`config.mk`:
```
export PLATFORM = sky130hd
export DESIGN_NAME = spi_master
export DESIGN_NICKNAME = d
export VERILOG_FILES = /design/src/rtl/spi_master.sv
export SDC_FILE = /design/constraint.sdc
export NUM_CORES = 1
export LEC_CHECK = 0
export ABC_AREA = 1
export CORE_MARGIN = 4
export CORE_UTILIZATION = 40
export DETAILED_ROUTE_END_ITERATION = 7
export HOLD_SLACK_MARGIN = 0.15
export SYNTH_ARGS = -nofsm -noshare
export SYNTH_HDL_FRONTEND = slang
export SYNTH_SLANG_ARGS = --single-unit
export TNS_END_PERCENT = 1
```
`constraint.sdc`:
```
create_clock -name i_clk -period 1.66 [get_ports i_clk]
set_input_delay 0.332 -clock i_clk [delete_from_list [all_inputs] [get_ports i_clk]]
set_output_delay 0.332 -clock i_clk [all_outputs]
set_load 0.01 [all_outputs]
```
`src/rtl/spi_master.sv`:
```
// Single-byte SPI master, mode 0 (CPOL=0, CPHA=0), MSB first, with a valid/ready
// byte handshake and software-controlled chip select. All logic runs on i_clk.
module spi_master #(
  parameter int unsigned CLKS_PER_HALF_BIT = 2
) (
  input  logic       i_clk,
  input  logic       i_sys_rst,
  input  logic [7:0] i_tx_byte,
  input  logic       i_tx_valid,
  output logic       o_tx_ready,
  output logic [7:0] o_rx_byte,
  output logic       o_rx_valid,
  input  logic       i_cs_en,
  output logic       o_busy,
  output logic       o_sck,
  output logic       o_mosi,
  input  logic       i_miso,
  output logic       o_cs_n
);

  typedef enum logic {IDLE, XFER} state_t;

  localparam logic [7:0] HALF_TC = 8'(CLKS_PER_HALF_BIT - 1);

  state_t     r_state;
  logic [7:0] r_half_cnt;
  logic [3:0] r_edge_cnt;
  logic [7:0] r_tx_shift;
  logic [7:0] r_rx_shift;
  logic       r_sck;
  logic       r_mosi;
  logic       r_cs_n;
  logic       r_tx_ready;
  logic [7:0] r_rx_byte;
  logic       r_rx_valid;

  state_t     w_state;
  logic [7:0] w_half_cnt;
  logic [3:0] w_edge_cnt;
  logic [7:0] w_tx_shift;
  logic [7:0] w_rx_shift;
  logic       w_sck;
  logic       w_mosi;
  logic       w_cs_n;
  logic       w_tx_ready;
  logic [7:0] w_rx_byte;
  logic       w_rx_valid;
  logic       w_accept;
  logic       w_half_tc;

  assign w_accept  = i_tx_valid & r_tx_ready;
  assign w_half_tc = (r_half_cnt == HALF_TC);

  always_comb begin
    // NOTE: every next-value is defaulted before the case so no latch can be inferred.
    w_state    = r_state;
    w_half_cnt = r_half_cnt;
    w_edge_cnt = r_edge_cnt;
    w_tx_shift = r_tx_shift;
    w_rx_shift = r_rx_shift;
    w_sck      = r_sck;
    w_mosi     = r_mosi;
    w_cs_n     = r_cs_n;
    w_tx_ready = r_tx_ready;
    w_rx_byte  = r_rx_byte;
    w_rx_valid = 1'b0;

    case (r_state)
      IDLE: begin
        w_sck      = 1'b0;
        w_mosi     = 1'b1;
        w_tx_ready = 1'b1;
        w_cs_n     = ~i_cs_en;
        if (w_accept) begin
          w_state    = XFER;
          w_tx_shift = i_tx_byte;
          w_half_cnt = 8'd0;
          w_edge_cnt = 4'd0;
          w_mosi     = i_tx_byte[7];
          w_tx_ready = 1'b0;
        end
      end

      XFER: begin
        if (!w_half_tc) begin
          w_half_cnt = r_half_cnt + 8'd1;
        end else begin
          w_half_cnt = 8'd0;
          w_sck      = ~r_sck;
          w_edge_cnt = r_edge_cnt + 4'd1;
          if (!r_sck) begin
            // Rising SCK: the slave has had a full low half-period of setup.
            w_rx_shift = {r_rx_shift[6:0], i_miso};
          end else if (r_edge_cnt == 4'd15) begin
            // Falling edge after the 8th pulse ends the byte.
            w_state    = IDLE;
            w_rx_byte  = r_rx_shift;
            w_rx_valid = 1'b1;
            w_tx_ready = 1'b1;
            w_mosi     = 1'b1;
          end else begin
            w_tx_shift = r_tx_shift << 1;
            w_mosi     = r_tx_shift[6];
          end
        end
      end

      default: w_state = IDLE;
    endcase
  end

  always_ff @(posedge i_clk) begin
    // NOTE: registers use non-blocking assignments so every flop samples pre-edge values.
    if (i_sys_rst) begin
      r_state    <= IDLE;
      r_half_cnt <= 8'd0;
      r_edge_cnt <= 4'd0;
      r_tx_shift <= 8'd0;
      r_rx_shift <= 8'd0;
      r_sck      <= 1'b0;
      r_mosi     <= 1'b1;
      r_cs_n     <= 1'b1;
      r_tx_ready <= 1'b0;
      r_rx_byte  <= 8'h00;
      r_rx_valid <= 1'b0;
    end else begin
      r_state    <= w_state;
      r_half_cnt <= w_half_cnt;
      r_edge_cnt <= w_edge_cnt;
      r_tx_shift <= w_tx_shift;
      r_rx_shift <= w_rx_shift;
      r_sck      <= w_sck;
      r_mosi     <= w_mosi;
      r_cs_n     <= w_cs_n;
      r_tx_ready <= w_tx_ready;
      r_rx_byte  <= w_rx_byte;
      r_rx_valid <= w_rx_valid;
    end
  end

  assign o_tx_ready = r_tx_ready;
  assign o_rx_byte  = r_rx_byte;
  assign o_rx_valid = r_rx_valid;
  assign o_busy     = (r_state == XFER);
  assign o_sck      = r_sck;
  assign o_mosi     = r_mosi;
  assign o_cs_n     = r_cs_n;

endmodule

```
==> impl_metrics.ini <==
[floorplan]
die_x_um = 77.6
dieHeight_um = 77.6
io_pins = 27
std_cell_rows = 25
start_util = 0.410
core-area_um2 = 4720
dieArea_um2 = 6020

[synthesis]
synth_area_leaders = dfxtp_1, nand2_1, nor2_1, a21oi_1, nand3_1
netlist_instances = 249
synth.distinct_cells = 32
synth_nets = 265
ys_ff_latch = 41
yosys_warnings = 0
syn_area_per_cell_um2 = 7.78
ys_seq_area_frac = 0.423
synth_top_cell_area_share = 0.423
mappedNetlistArea_um2 = 1940
yosysTopAreaCell = dfxtp_1

[hold_path]
hp-start = r_rx_shift[7]$_SDFFE_PP0P_
whs_path_depth = 2
holdPathEnd = o_rx_byte[7]$_SDFFE_PP0P_
holdCritPathClass = reg2reg

[placed_design]
dp_cells = 341
hpwl_um = 3000
port_buffers = 26
place.gp.congestion = 0.748
pre_cts_ws_ns = 0.105

[detailed_routing]
wire_per_inst_um = 12.0
vias_per_cell = 4.79
vias = 1670
drt_iter0_markers = 68
firstDrtPassIters = 4
drc = 0
ant_nets = 0
wirelength_um = 4180

[global_routing]
grt_antenna_before_repair = 0
grt_pass1_wl_um = 7190
gr-total-overflow = 0
gr-usage-all-layers = 0.151
grt_pass1_vias = 1540
grt_start_max_net_pins = 29

[timing]
timing.final.crit_share = 0.962
tightest_slew_ns = 0.441
relSlewSlack = 0.705
hold_viol = 0
rsz0062_at_grt = false
slew_viol_final = 0
max_freq_mhz = 626
fin_crit_ns = 1.60
setup_ws_ns = 0.0628
setup_violations = 0
fin_skew_ns = 0.00450
finalSetupTns_ns = 0

[critical_path]
critPathRequiredTime_ns = 1.33
r2r_cells = 6
r2r_setup_slack_ns = 0.13
arrival_ns = 1.27
crit_path_max_fanout = 4
reg2reg_to = r_rx_shift[6]$_SDFFE_PP0P_
path_class = reg2out
startpoint_type = register
critical_path.top_delay_family = buffers and inverters
reg2reg_from = r_half_cnt[0]$_SDFFE_PP0P_
slowest_delay_ns = 0.57
path_buf_inv = 1
critPathCaptureType = output port
slowest_stage = clkdlybuf4s50_1
crit_chain = clkdlybuf4s50_1

[finish]
final_nets = 297
drive_above_1_share = 0.128
n_antenna_cell = 0
fin_cells = 349
syn_to_final_growth_pct = 24.2
post-route-util = 0.510

[cts]
postCtsSetupBuffers = 0
cts_buffer_depth = 2
h-tree-depth = 2
clk_latency_ns = 0.30
cts_resized = 0
path_clk_slew_ns = 0.08
cts_tree = done
hold_buffers = 0
cts_sinks = 41
cts-root-buf = clkbuf_8
cts_buffers = 5

[power]
p_sw_frac = 0.248
internal-power_w = 0.00158
irDropWorstVdd_v = 0.000480
p_sw_w = 0.000521
power_frac_seq = 0.494
power_density_nw_per_um2 = 871
p_leak_nw = 0.940
p_comb_frac = 0.122
clkPwrFrac = 0.383

[run_status]
outcome = finished clean

[flow_run]
cap_violations = 0
registers in the layout (all words and copies together), names as in the netlist:
| register | flops |
|---|---|
| o_busy | 1 |
| o_rx_byte | 8 |
| r_edge_cnt | 4 |
| r_tx_shift | 7 |
| r_rx_shift | 8 |
| r_half_cnt | 8 |
| o_cs_n | 1 |
| o_sck | 1 |
| o_mosi | 1 |
| o_rx_valid | 1 |
| o_tx_ready | 1 |
power groups by stage:
stage          sequential, W  clock, W  combinational, W
6_report             0.00104  0.000804          0.000257
5_1_grt              0.00104  0.000872          0.000287
4_1_cts              0.00104  0.000831          0.000260
3_5_place_dp         0.00106         0          0.000260
3_3_place_gp         0.00106         0          0.000259
2_1_floorplan        0.00106         0          0.000164
layout make-up:
cell class	count	area, µm²
well taps	67	83.8
fillers	470	2320
clock buffers	6	72.6
inverters	16	60.1
flip-flops and latches	41	821
clock inverters	2	38.8
multi-input cells	184	1010
repair buffers	33	325
layer usage:
metal	global-route usage	share of wire
met5	0	0
met3	0.0348	0.026
met4	0.0747	0.022
met1	0.193	0.49
met2	0.236	0.46
worst max-delay path by stage:
stage	slack, ns	to	start	cells after the start
finish	0.06	o_busy	o_busy$_SDFF_PP0_	1
CTS	0.05	o_busy	o_busy$_SDFF_PP0_	1
detailed placement	0.10	r_half_cnt[4]$_SDFFE_PP0P_	i_tx_valid	6
global placement	0.13	r_half_cnt[1]$_SDFFE_PP0P_	i_tx_valid	6
floorplan	0.32	o_rx_byte[5]$_SDFFE_PP0P_	r_half_cnt[0]$_SDFFE_PP0P_	7
global route	0.009	r_rx_shift[6]$_SDFFE_PP0P_	r_half_cnt[0]$_SDFFE_PP0P_	6
metrics by stage:
step / power, W / hold WS [ns] / cell area, µm²
after floorplan: 0.00122 / 0.418 / 1940
after global placement: 0.00132 / 0.450 / 2300
after detailed placement: 0.00132 / 0.452 / 2300
after CTS: 0.00213 / 0.464 / 2410
after global routing: 0.00220 / 0.496 / 2410
final: 0.00210 / 0.462 / 2410
placed cells by master (no fill, tap or decap):
master,instances
a21boi_0,6
a21oi_1,19
a31oi_4,1
and2_1,1
buf_12,1
buf_4,6
bufinv_16,1
clkbuf_1,1
clkbuf_8,5
clkdlybuf4s50_1,26
clkinv_4,1
dfxtp_1,41
ha_1,3
inv_1,11
inv_2,5
nand2_1,60
nand2_2,4
nand2_4,4
nand3_1,19
nand3_4,1
nand3b_1,1
nand4_1,8
nand4_2,1
nand4_4,1
nor2_1,32
nor2_2,1
nor2_4,1
nor2_8,3
o21a_1,1
o21ai_0,12
o21ai_1,1
o21bai_1,1
o22ai_1,1
xor2_1,2
logic make-up (layout without fill, tap and decap cells):
| group | after synthesis | count (layout) | share of synthesized area |
|---|---|---|---|
| AO/OA/AOI/OAI | 42 | 42 | 0.128 |
| XOR/XNOR | 2 | 2 | 0.00904 |
| adder cells (fa/ha/maj) | 3 | 3 | 0.0194 |
| buffers and inverters | 24 | 57 | 0.0575 |
| flip-flops | 41 | 41 | 0.424 |
| AND/OR/NAND/NOR | 137 | 137 | 0.363 |
cells in the mapped netlist:
library cell	instances
dfxtp_1	41
o21a_1	1
o21ai_0	12
buf_2	2
nor2_8	3
inv_2	5
nand4_4	1
nand3_4	1
nor2_4	1
o21ai_1	1
buf_4	1
clkbuf_1	1
xor2_1	2
nor2_1	32
nand3_1	19
o22ai_1	1
nand2_2	4
a31oi_4	1
nand2_4	4
nand2_1	60
buf_6	2
buf_1	2
nor2_2	1
inv_1	11
a21boi_0	6
o21bai_1	1
and2_1	1
nand3b_1	1
nand4_1	8
a21oi_1	19
ha_1	3
nand4_2	1
(Power assumes the default switching activity.)
